`config.mk`:
```
export PLATFORM = sky130hd
export DESIGN_NAME = ps2_output_tx
export DESIGN_NICKNAME = d
export VERILOG_FILES = /design/src/rtl/ps2_pkg.sv /design/src/rtl/ps2_half_tick.sv /design/src/rtl/ps2_output_tx.sv
export SDC_FILE = /design/constraint.sdc
export NUM_CORES = 1
export LEC_CHECK = 0
export ABC_AREA = 1
export CORE_ASPECT_RATIO = 0.75
export CORE_MARGIN = 3
export CORE_UTILIZATION = 55
export CTS_CLUSTER_SIZE = 24
export DETAILED_ROUTE_END_ITERATION = 12
export PLACE_DENSITY = 0.77
export SLEW_MARGIN = 0
export SYNTH_ARGS = -nofsm -noshare
export SYNTH_HDL_FRONTEND = slang
export SYNTH_SLANG_ARGS = --single-unit
```
`constraint.sdc`:
```
create_clock -name clk -period 1.75 [get_ports clk]
set_input_delay 0.35 -clock clk [delete_from_list [all_inputs] [get_ports clk]]
set_output_delay 0.35 -clock clk [all_outputs]
set_load 0.01 [all_outputs]
```
`src/rtl/ps2_pkg.sv`:
```
// Shared types and frame constants for the device-side PS/2 transmitter.
// Holds the FSM state enum, the frame bit indices and the frame builder.
package ps2_pkg;

    typedef enum logic [1:0] {
        StIdle,
        StHigh,
        StLow,
        StGuard
    } state_e;

    localparam int unsigned PS2_FRAME_BITS = 11;
    localparam int unsigned PS2_STOP_IDX   = 10;
    localparam int unsigned PS2_PARITY_IDX = 9;

    // Bit i of the result is the level driven during frame bit i.
    function automatic logic [PS2_FRAME_BITS-1:0] ps2_frame(input logic [7:0] b);
        logic [PS2_FRAME_BITS-1:0] f;
        f                 = '0;
        f[8:1]            = b;
        f[PS2_PARITY_IDX] = ~^b;
        f[PS2_STOP_IDX]   = 1'b1;
        return f;
    endfunction

endpackage

```
`src/rtl/ps2_half_tick.sv`:
```
// Half-period timer for the PS/2 clock: counts 0..HALF-1 and pulses tick on HALF-1.
// The count restarts whenever clear is high.
module ps2_half_tick #(
    parameter int unsigned HALF = 1250
) (
    input  logic clk,
    input  logic reset,
    input  logic clear,
    output logic tick
);

    localparam int unsigned CW = (HALF > 1) ? $clog2(HALF) : 1;

    logic [CW-1:0] cnt_q, cnt_d;

    assign tick = (cnt_q == CW'(HALF - 1));

    always_comb begin
        cnt_d = cnt_q + CW'(1);
        if (clear || tick) begin
            cnt_d = '0;
        end
    end

    always_ff @(posedge clk) begin
        if (reset) begin
            cnt_q <= '0;
        end else begin
            cnt_q <= cnt_d;
        end
    end

endmodule

```
`src/rtl/ps2_output_tx.sv`:
```
// Device-side PS/2 transmitter: one byte per rts as start, 8 data LSB-first, odd parity, stop.
// Optional PS2OUT_HOLD_EN adds a one-byte hold buffer for requests arriving while busy.
module ps2_output_tx
    import ps2_pkg::*;
#(
    parameter int unsigned HALF = 1250
) (
    input  logic       clk,
    input  logic       reset,
    input  logic [7:0] data,
    input  logic       rts,
    output logic       ps2_clk,
    output logic       ps2_data,
    output logic       busy
);

    state_e                    state_q, state_d;
    logic [3:0]                bitn_q, bitn_d;
    logic [PS2_FRAME_BITS-1:0] frame_q, frame_d;
    logic                      clk_d, data_d, busy_d;
    logic                      tick, clear;
    logic                      start_req;
    logic [7:0]                start_byte;

    // Every phase change lands on a tick, so the timer also restarts across phases.
    assign clear = (state_d != state_q) || (state_q == StIdle);

    ps2_half_tick #(
        .HALF (HALF)
    ) u_half_tick (
        .clk   (clk),
        .reset (reset),
        .clear (clear),
        .tick  (tick)
    );

`ifdef PS2OUT_HOLD_EN
    logic [7:0] hold_q, hold_d;
    logic       pend_q, pend_d;

    // A pending byte takes priority over a fresh request once back in idle.
    assign start_req  = rts || pend_q;
    assign start_byte = pend_q ? hold_q : data;

    always_comb begin
        hold_d = hold_q;
        pend_d = pend_q;
        if (state_q != StIdle && rts) begin
            hold_d = data;
            pend_d = 1'b1;
        end else if (state_q == StIdle) begin
            pend_d = 1'b0;
        end
    end

    always_ff @(posedge clk) begin
        if (reset) begin
            hold_q <= '0;
            pend_q <= 1'b0;
        end else begin
            hold_q <= hold_d;
            pend_q <= pend_d;
        end
    end
`else
    assign start_req  = rts;
    assign start_byte = data;
`endif

    always_ff @(posedge clk) begin
        if (reset) begin
            state_q  <= StIdle;
            bitn_q   <= '0;
            frame_q  <= '0;
            ps2_clk  <= 1'b1;
            ps2_data <= 1'b1;
            busy     <= 1'b0;
        end else begin
            state_q  <= state_d;
            bitn_q   <= bitn_d;
            frame_q  <= frame_d;
            ps2_clk  <= clk_d;
            ps2_data <= data_d;
            busy     <= busy_d;
        end
    end

    always_comb begin
        state_d = state_q;
        bitn_d  = bitn_q;
        frame_d = frame_q;
        unique case (state_q)
            StIdle: begin
                if (start_req) begin
                    frame_d = ps2_frame(start_byte);
                    bitn_d  = '0;
                    state_d = StHigh;
                end
            end
            StHigh: begin
                if (tick) begin
                    state_d = StLow;
                end
            end
            StLow: begin
                if (tick) begin
                    if (bitn_q < 4'(PS2_STOP_IDX)) begin
                        bitn_d  = bitn_q + 4'd1;
                        state_d = StHigh;
                    end else begin
                        state_d = StGuard;
                    end
                end
            end
            StGuard: begin
                if (tick) begin
                    state_d = StIdle;
                end
            end
            default: state_d = StIdle;
        endcase
    end

    // Next output levels; registering them keeps the PS/2 lines glitch-free.
    always_comb begin
        clk_d  = 1'b1;
        data_d = 1'b1;
        busy_d = 1'b0;
        unique case (state_q)
            StIdle: ;
            StHigh: begin
                data_d = frame_q[bitn_q];
                busy_d = 1'b1;
            end
            StLow: begin
                clk_d  = 1'b0;
                data_d = frame_q[bitn_q];
                busy_d = 1'b1;
            end
            StGuard: busy_d = 1'b1;
            default: ;
        endcase
    end

endmodule

```
# == Word level (Yosys, flattened, before mapping) ==
# Cells that the tools add are included.
# word_totals
register_bits,30
inputBits,11
out_inout_bits,3
elab_cells,45
# classes
addsub,2
magnitude_cmp,2
eq_ne,8
n_mux,14
bitwise,1
reduce_logical,11
# op_table
operator,n
2-to-1 mux 4 bit,3
adder 11 x 1 -> 11 bit (second input constant),1
equality test 11 bit (second input constant),1
2-to-1 mux 2 bit,5
case mux 2 bit (4 select lines),1
case mux 4 bit (2 select lines),1
XNOR reduction 8 bit,1
OR reduction 2 bit,3
less-than comparator 4 x 5 -> 1 bit (second input constant),1
adder 4 x 1 -> 4 bit (second input constant),1
binary-select mux 1 bit (select 4 bit),1
equality test 2 bit (second input constant),2
less-than comparator 4 bit (second input constant),1
!= test 2 bit (second input constant),2
AND reduction 4 bit,1
2-to-1 mux 1 bit,3
OR reduction 3 bit,1
equality test 2 x 1 -> 1 bit (second input constant),1
logical NOT 2 bit,1
logical OR 1 bit,2
!= test 2 x 1 -> 1 bit (second input constant),1
!= test 2 bit,1
AND reduction 2 bit,1
nonzero test 2 bit,1
NOT 1 bit,1

# == Depth between registers and ports, before layout ==
# logic_depth
ltp_word,8
ltp_mapped,12

# == Cells and area by module ==
# A second synthesis with hierarchy kept.
# unflattened
cells_unflattened,259
hier_area_um2,1726.7
# by_module_without_submodules
mod,instances,cells_per_inst,area_each_um2,seq_area_each_um2
ps2_output_tx,1,179,1163.6,380.4
ps2_half_tick,1,80,563.0,220.2

# == Worst setup path before layout ==
# No wires, ideal clock.
# synth_timing
path_kind,register to register
from,register state_q[1]
to,register bitn_q[3]
t_arrival_ns,1.444
required_ns,1.680
slack_ns,0.237
path_stages_with_launch,9
period_less_slack_ns,1.513
cell_sequence,dfxtp_1 > inv_1 > ha_1 > inv_1 > nor2_1 > a21oi_1 > nand2_1 > or2_1 > a21oi_1
# synth_via
elab_chain_cells,3
# synth_lines
element,line,source
from (decl),ps2_output_tx.sv:17,"state_e state_q, state_d;"
from (signal assigned),ps2_output_tx.sv:72,state_q <= StIdle;
from (signal assigned),ps2_output_tx.sv:79,state_q <= state_d;
equality test 2 bit / logical NOT 2 bit (equally long branches),ps2_output_tx.sv:92,unique case (state_q)
!= test 2 x 1 -> 1 bit (no source line) (tied with other cells),n/a,
AND reduction 4 bit (no source line),n/a,
to (signal assigned),ps2_output_tx.sv:80,bitn_q <= bitn_d;
to (decl),ps2_output_tx.sv:18,"logic [3:0] bitn_q, bitn_d;"
# Parallel ways exist; a longest one is shown, timed or not.
# A chain may end at the register's enable or synchronous reset.

# == Worst setup path after layout ==
# layout_timing
from,register state_q[0]
to,register bitn_q[3]
# Same word-level chain as after synthesis.

==> reports/results.tsv <==
metric	value	unit
critPathMaxStageDelay	350	ps
path_buf_inv	2	
period_share	93.7	%
arrival	1900	ps
min_period	1640	ps
async_flop_share	0	%
critPathKind	reg2reg	
crit_chain	inv_1, ha_1, inv_1, a21oi_2, nand2_1, or2_1, a21oi_1	
synth_area	0.00150	mm²
setup_tns	0	ps
num_vias	1293	
path_common_cell	inv_1	
synth_edf_count	0	
total_power	1.49	mW
hold_depth	2	
die_w	66.3	µm
synth_seq_cells	30	
grtUsageTotal	22.1	%
setup_viol	0	
num_antenna_cells	0	
ys_warn_count	0	
regArea	603	µm²
report.final.slew_viol_count	0	
synth_compound_area_share	11.9	%
hold-path-endpoint	frame_q[5]$_SDFFE_PP0P_	
post-place-ws	-28.5	ps
initial_core_util	61.4	%
crit_path_start_kind	flip-flop	
reg2reg_depth	7	
reg2reg_from	state_q[0]$_SDFF_PP0_	
layout-drive-gt1-share	19.0	%
finalHoldViolCount	0	
fillerInstances	187	
area_growth	18.8	%
slew_headroom	69.7	%
yosysTopAreaCell	dfxtp_1	
drt-pass1-iter-count	4	
drv_cap	0	
rsz0062_at_grt	no	
wl	3230	µm
fp-row-count	15	
synth_cells	190	
port_buffers	13	
die_h	51.2	µm
fin_ws	110	ps
cp.required	2010	ps
dieArea	0.00339	mm²
cts_tree	yes	
yosysMostFrequentCell	dfxtp_1	
grt_start_max_net_pins	14	
synth_mux_area_share	0	%
skew	5.82	ps
clk_latency	330	ps
timing.rr.end	bitn_q[3]$_SDFFE_PP0P_	
multi_input_area	811	µm²
timing.fmax	610	MHz
cts_max_level	2	
ys_seq_area_share	40.1	%
crit_slowest_cell	dfxtp_2	
worstPathMaxFanout	5	
worst_slew_pin_slew	454	ps
synth_top_family_by_area	simple AND/OR/NAND/NOR gates	
ys.flop_type	dfxtp_1	
clock-sinks	30	
yosys.area_share.simple	25.5	%
place_congestion	0.914	
synth_top_area_share	40.1	%
routedWlPerCell	13.2	µm
synth_area_leaders	dfxtp_1, ha_1, xnor2_1, nor2_2, inv_1	
cp_top_family	flip-flops	
min_from	frame_q[5]$_SDFFE_PP0P_	
synthTopCellsByCount	dfxtp_1, inv_1, nand2_1, nor2_1, nand3_1	
numCtsBuffers	5	
status	completed	
viasPerCell	5.28	
io_pins	14	
cts.clk_slew.worst_paths	100	ps
avgSynthCellArea	7.89	µm²
root_buffer	clkbuf_4	
gr-total-overflow	0	
antenna_found_initial	0	
end_kind	flip-flop	
synthesis.nets	208	
synthXorXnorAreaFrac	9.35	%
dp_hpwl	2400	µm
core_area	0.00244	mm²
synth_adder_area_share	5.84	%
hp-class	reg2reg	
peakVddDrop	0.000599	V
power_density	836	mW/mm²
grt_pass1_vias	1228	
p_leak	0.632	nW
post_cts_buffers	0	
r2r_slack	110	ps
final_net_count	228	
drtIter0Drc	84	
drcViolationCount	0	
cts_max_path_buffers	2	
synthDistinctLibCells	27	
grt_pass1_wl	5620	µm
ant_nets	0	
[power breakdown]
part	switching (mW)	internal [mW]
sequential	0.0210	0.715
clock	0.250	0.296
combinational	0.114	0.0927
total	0.385	1.10
[routing by layer]
| metal | wire length, µm | GRT usage (%) |
|---|---|---|
| met2 | 1420 | 34.1 |
| met4 | 40 | 8.11 |
| met1 | 1610 | 29.9 |
| met3 | 160 | 5.27 |
| met5 | 0 | 0 |
[repair_timing]
action	in CTS	in global routing
gates resized for setup	1	7
endpoints found under the setup margin	1	14
hold buffers	0	0
[registers in the layout, summed over array words and instances, names as in the netlist]
register / flops
bitn_q: 4
ps2_clk: 1
frame_q: 10
busy: 1
state_q: 2
u_half_tick.cnt_q: 11
ps2_data: 1
[worst max-delay path by stage]
stage | startpoint | to | slack [ps] | cells after the start
after floorplan | state_q[1]$_SDFF_PP0_ | bitn_q[3]$_SDFFE_PP0P_ | 240 | 8
after global placement | state_q[1]$_SDFF_PP0_ | bitn_q[3]$_SDFFE_PP0P_ | 140 | 8
after detailed placement | state_q[1]$_SDFF_PP0_ | bitn_q[3]$_SDFFE_PP0P_ | -30 | 8
after CTS | state_q[1]$_SDFF_PP0_ | bitn_q[3]$_SDFFE_PP0P_ | 10 | 8
after global routing | state_q[0]$_SDFF_PP0_ | bitn_q[3]$_SDFFE_PP0P_ | 1 | 7
final | state_q[0]$_SDFF_PP0_ | bitn_q[3]$_SDFFE_PP0P_ | 110 | 7
[stage by stage]
step                      std cells  cell area [µm²]  utilization [%]  hold WS [ps]
after global routing            245             1780             73.0           505
final                           245             1780             73.0           471
after floorplan                 190             1500                -           417
after CTS                       245             1760             72.1           477
after detailed placement        237             1680             68.8           462
after global placement          237             1680             68.8           444
[cells in the final DEF (no fill, tap or decap), drive strengths merged]
| cell type | n |
|---|---|
| inv | 23 |
| nand3 | 16 |
| a31oi | 1 |
| o211ai | 2 |
| xnor2 | 9 |
| o2111ai | 1 |
| clkbuf | 5 |
| xor2 | 7 |
| o21ai | 15 |
| nand2 | 21 |
| nand4 | 5 |
| clkdlybuf4s50 | 13 |
| buf | 4 |
| ha | 7 |
| dfxtp | 30 |
| clkinv | 2 |
| nor3 | 3 |
| bufinv | 1 |
| nor3b | 1 |
| nor2 | 30 |
| or2 | 1 |
| a21oi | 14 |
[kinds of logic (layout without fill, tap and decap cells)]
family / count (synthesis) / count (layout)
simple gates: 77 / 77
compound gates: 33 / 33
flops: 30 / 30
buf+inv: 27 / 48
xor+xnor: 16 / 16
fa+ha+maj: 7 / 7
[area by class of cell]
cell class	count	area share, %
Inverter	23	4.85
Multi-Input combinational cell	133	45.5
Clock buffer	5	2.11
Timing Repair Buffer	17	9.00
Sequential cell	30	33.9
Clock inverter	3	2.25
Tap cell	34	2.39
[worst reg2reg max path: stages, from the launching register on]
cell	delay, ps
dfxtp_2	350
inv_1	100
ha_1	290
inv_1	140
a21oi_2	220
nand2_1	120
or2_1	230
a21oi_1	130
(Power assumes the default switching activity.)
